--- src/rtl/seg7_scan_ctrl.sv ---
// seg7_scan_ctrl: time-multiplexed scan controller for a common-anode
// multi-digit 7-segment display. It presents one hex nibble at a time to an
// external shared decoder and drives the matching active-low anode. Each slot
// opens with a short blank phase to suppress ghosting. New values are
// double-buffered and only take effect on a frame boundary, so a frame never
// shows a mix of old and new digits.
module seg7_scan_ctrl #(
   parameter int NUM_DIGITS   = 4,
   parameter int REFRESH_DIV  = 50000,
   parameter int BLANK_CYCLES = 16
) (
   input  logic                    clk,
   input  logic                    rst_n,
   input  logic                    load,
   input  logic [4*NUM_DIGITS-1:0] value_in,
   input  logic [NUM_DIGITS-1:0]   mask_in,
   output logic [3:0]              nibble_out,
   output logic [NUM_DIGITS-1:0]   an_n,
   output logic                    load_ack,
   output logic                    frame_done
);

   localparam int CW = (REFRESH_DIV > 1) ? $clog2(REFRESH_DIV) : 1;
   localparam int DW = (NUM_DIGITS  > 1) ? $clog2(NUM_DIGITS)  : 1;
   localparam logic [CW-1:0] CNT_LAST = CW'(REFRESH_DIV - 1);
   localparam logic [DW-1:0] DIG_LAST = DW'(NUM_DIGITS - 1);

   // Scan position: cnt is the cycle within the slot, dig the digit scanned.
   logic [CW-1:0]           cnt, cnt_nx;
   logic [DW-1:0]           dig, dig_nx;

   // Double buffer: active drives the display, shadow collects loads.
   logic [4*NUM_DIGITS-1:0] act_val, act_val_nx;
   logic [NUM_DIGITS-1:0]   act_msk, act_msk_nx;
   logic [4*NUM_DIGITS-1:0] sh_val;
   logic [NUM_DIGITS-1:0]   sh_msk;
   logic                    pending, pending_nx;

   // Decoded next-cycle outputs, registered below.
   logic                    slot_wrap, last_dig, boundary, xfer;
   logic                    in_blank;
   logic [3:0]              nib_nx;
   logic [NUM_DIGITS-1:0]   an_nx;
   logic                    fd_nx;

   // Advance the scan position and decide whether the shadow transfers.
   always_comb begin
      slot_wrap = (cnt == CNT_LAST);
      last_dig  = (dig == DIG_LAST);
      boundary  = slot_wrap && last_dig;
      xfer      = boundary && pending;

      cnt_nx = slot_wrap ? '0 : cnt + 1'b1;
      dig_nx = dig;
      if (slot_wrap)
         dig_nx = last_dig ? '0 : dig + 1'b1;

      act_val_nx = xfer ? sh_val : act_val;
      act_msk_nx = xfer ? sh_msk : act_msk;

      // A load on the boundary edge re-arms pending after the transfer,
      // so it is shown (and acknowledged) one frame later.
      pending_nx = pending;
      if (xfer)
         pending_nx = 1'b0;
      if (load)
         pending_nx = 1'b1;
   end

   // Outputs are computed for the cycle being entered so that every output
   // can be a plain register and still line up with the scan position.
   always_comb begin
      nib_nx   = 4'h0;
      in_blank = (int'(cnt_nx) < BLANK_CYCLES);
      for (int i = 0; i < NUM_DIGITS; i++) begin
         if (dig_nx == DW'(i))
            nib_nx = act_val_nx[4*i +: 4];
      end
      fd_nx = (dig_nx == DIG_LAST) && (cnt_nx == CNT_LAST);
   end

   // Per-digit anode enable: low only for the scanned, unmasked digit once
   // the blank phase of its slot is over.
   for (genvar g = 0; g < NUM_DIGITS; g++) begin : g_an
      assign an_nx[g] = !((dig_nx == DW'(g)) && !in_blank && !act_msk_nx[g]);
   end

   // Scan position and buffers.
   always_ff @(posedge clk or negedge rst_n) begin
      if (!rst_n) begin
         cnt     <= '0;
         dig     <= '0;
         act_val <= '0;
         act_msk <= '1;
         sh_val  <= '0;
         sh_msk  <= '0;
         pending <= 1'b0;
      end else begin
         cnt     <= cnt_nx;
         dig     <= dig_nx;
         act_val <= act_val_nx;
         act_msk <= act_msk_nx;
         pending <= pending_nx;
         if (load) begin
            sh_val <= value_in;
            sh_msk <= mask_in;
         end
      end
   end

   // Registered outputs; reset values keep the display dark.
   always_ff @(posedge clk or negedge rst_n) begin
      if (!rst_n) begin
         nibble_out <= 4'h0;
         an_n       <= '1;
         load_ack   <= 1'b0;
         frame_done <= 1'b0;
      end else begin
         nibble_out <= nib_nx;
         an_n       <= an_nx;
         load_ack   <= xfer;
         frame_done <= fd_nx;
      end
   end

endmodule

--- config.mk ---
export PLATFORM = sky130hd
export DESIGN_NAME = seg7_scan_ctrl
export DESIGN_NICKNAME = d
export VERILOG_FILES = /design/src/rtl/seg7_scan_ctrl.sv
export SDC_FILE = /design/constraint.sdc
export NUM_CORES = 1
export LEC_CHECK = 0
export ABC_AREA = 0
export BUFFER_PORTS_ARGS = -buffer_cell sky130_fd_sc_hd__buf_2
export CAP_MARGIN = 20
export CORE_AREA = 2 2 91 93
export CTS_BUF_LIST = sky130_fd_sc_hd__clkbuf_4
export CTS_CLUSTER_DIAMETER = 100
export DETAILED_ROUTE_END_ITERATION = 12
export DIE_AREA = 0 0 93 95
export PLACE_DENSITY = 0.56
export SKIP_CTS_REPAIR_TIMING = 1
export SLEW_MARGIN = 25
export SYNTH_ARGS = -nofsm -noshare
export SYNTH_HDL_FRONTEND = slang
export SYNTH_SLANG_ARGS = --single-unit
--- constraint.sdc ---
create_clock -name clk -period 3.16 [get_ports clk]
set_input_delay 0.474 -clock clk [delete_from_list [all_inputs] [get_ports clk]]
set_output_delay 0.474 -clock clk [all_outputs]
set_load 0.005 [all_outputs]
==> impl_metrics.json <==
{
  "finalWirelength_um": 6050,
  "share_of_synthesized_cell_area_in_full_adder_half_adder_and_majority_cells_pct": 0.816,
  "worst_slew_pin_slew_ps": 617,
  "synth_edf_count": 0,
  "io_buffers": 32,
  "boundaryPins": 33,
  "drive_gt1_share_pct": 32.0,
  "synth_simple_gate_area_share_pct": 16.3,
  "worst_ir_drop_vdd_mv": 0.270,
  "finish.net_count": 311,
  "first_global_vias": 2090,
  "clk_latency_ps": 420,
  "timing.setup.critical_path_class": "reg2reg",
  "post_synth_instance_area_um2": 3070,
  "multiInputGateArea_um2": 1260,
  "outcome": "complete, no violations",
  "rsz0062_at_grt": "no",
  "antenna_left": 0,
  "die-area_um2": 8840,
  "placementRows": 33,
  "maxCapViolCount": 0,
  "grt_pass1_wl_um": 10300,
  "synthesized_area_fraction_occupied_by_ao_oa_aoi_and_oai_cells_pct": 4.32,
  "crit_arrival_ps": 3040,
  "place_worst_setup_slack_ps": 464,
  "power_uw": 1670,
  "timing.critical_path.cells": "or4_4, nor4_4, mux2i_1, inv_1, or4b_1",
  "layout_setup_ws_ps": 456,
  "tritoncts": "yes",
  "drtPass1Iterations": 4,
  "syn-mean-instance-area_um2": 12.2,
  "synth.area.mux_share_pct": 14.7,
  "largest_family_of_logic_cells_by_synthesized_area": "simple AND/OR/NAND/NOR gates",
  "fin_tns_setup_ps": 0,
  "critical_path.max_fanout": 9,
  "fmax_mhz": 370,
  "global_route.usage.total_pct": 15.2,
  "final-hold-violation-count": 0,
  "finalNonFillerCells": 396,
  "drc": 0,
  "cts_buffers": 9,
  "ys_ff_latch": 69,
  "postSynthCellCount": 251,
  "hold_class": "in2async",
  "worstPathBufferInverterCount": 1,
  "worst_setup_path_start_kind": "register",
  "fillCellCount": 759,
  "timing.critical_path.to_type": "register",
  "slew-limit-headroom_pct": 58.9,
  "areaGrowthSynthToFinish_pct": 14.7,
  "grt_start_max_net_pins": 44,
  "place.gp.congestion": 0.870,
  "tritoncts_num_sinks": 69,
  "powerDensity_nw_per_um2": 474,
  "synth_top_cells_by_area": "dfrtp_1, mux2_2, dfstp_2",
  "yosys-top-cells-count": "dfrtp_1, mux2_2, nand2_1, nor2_1",
  "synth_nets": 276,
  "worst_setup_hold_path_clk_slew_ps": 140,
  "critical-path-top-delay-family": "simple AND/OR/NAND/NOR gates",
  "yosys_warnings": 0,
  "wire_per_inst_um": 15.3,
  "leakage_uw": 0.00164,
  "cp_max_delay_cell": "or4_4",
  "post-synth-top-area-fraction_pct": 49.8,
  "cell_chosen_for_the_clock_root": "clkbuf_4",
  "synth_cell_type_count": 45,
  "route.vias.total": 2053,
  "floorplan.initialDensity_pct": 38.7,
  "final_max_slew_viol_count": 0,
  "finalHoldWorstSlack_ps": 47.2,
  "total_congestion_overflow_after_global_routing": 0,
  "antennaDiodeCount": 0,
  "crit_path_max_incr_delay_ps": 570,
  "final-seq-area_um2": 1740,
  "detailedRoute.firstIterationViolations": 57,
  "finalSetupViolations": 0,
  "ys_flop_type": "dfrtp_1",
  "die_w_um": 93,
  "initial_antenna_violation_count": 0,
  "synth_most_common_cell": "dfrtp_1",
  "synth_area_leader_cell": "dfrtp_1",
  "dp_hpwl_um": 4320,
  "placedCellCount": 380,
  "clk_path_buf_depth": 2,
  "final.min_clock_period_ps": 2700,
  "launch_point_of_the_critical_path": "cnt[7]$_DFF_PN0_",
  "synth.yosys.seq_area_share_pct": 56.6,
  "die_height_um": 95,
  "timing.clock.skew_ps": 20.3,
  "finalCritPeriodShare_pct": 85.6,
  "postSynth.asyncResetShare_pct": 100,
  "htree_levels": 3,
  "via_per_inst": 5.18,
  "r2r_start": "cnt[7]$_DFF_PN0_",
  "worst-endpoint-required_ps": 3500,
  "synthXorXnorAreaFrac_pct": 4.85,
  "core_area_um2": 7930
}
==> cell usage in the layout, fill, tap and decap left out, drive strengths merged, types with 4 or more instances in the layout <==
cell type  instances
clkbuf             9
dfstp              8
o22ai              8
nand4              8
xnor2              8
nand3              7
dfrtp             61
buf               37
nor2              19
nor3               8
inv                6
nand2             21
xor2               9
mux2              38
and3               4
==> cells by family after synthesis <==
group                      after synthesis
and+or+nand+nor                         88
adders and majority gates                2
xor gates and xnor gates                17
buffers and inverters                   16
AOI/OAI and AO/OA                       19
muxes                                   40
DFF                                     69
==> metal layers <==
| metal | GRT usage, % | vias up | wire length [um] |
|---|---|---|---|
| met4 | 7.60 | 0 | 145 |
| met1 | 20.5 | 1010 | 2800 |
| met3 | 3.19 | 16 | 263 |
| met2 | 23.5 | 53 | 2840 |
| li1 | - | 974 | - |
| met5 | 0 | - | 0 |
==> power breakdown <==
part / internal [uW] / switching [uW]
clock network: 332 / 349
logic: 34.7 / 31.4
registers: 909 / 13.6
==> worst paths after layout <==
check,depth (start not counted),slack (ps),to
worst max register to register,5,460,an_n[2]$_DFF_PN1_
worst min register to register,2,460,act_msk[2]$_DFF_PN1_
worst min-delay path,1,50,sh_val[4]$_DFFE_PN0P_
min in group clk,2,270,sh_val[3]$_DFFE_PN0P_
worst max-delay path,5,460,an_n[2]$_DFF_PN1_
max in group asynchronous,2,2400,act_msk[0]$_DFF_PN1_
==> area by class of cell <==
type,count,area share (%)
Multi-Input combinational cell,166,35.8
Tap cell,105,3.73
Clock inverter,7,2.95
Inverter,3,0.320
Sequential cell,69,49.3
Timing Repair Buffer,37,5.97
Clock buffer,9,1.92
==> stage by stage <==
stage               area (um2)  utilization, %
detailed placement        3350            42.2
finish                    3520            44.4
global route              3520            44.4
global placement          3350            42.2
floorplan                 3070               -
CTS                       3520            44.4
==> flip-flops by register name, summed over array words and instances, names as in the netlist <==
register and count:
load_ack 1, act_msk 4, frame_done 1, act_val 16, dig 2, sh_msk 4, an_n 4, sh_val 16
nibble_out 4, cnt 16, pending 1
Note: power is estimated with default switching activity, not from simulation.
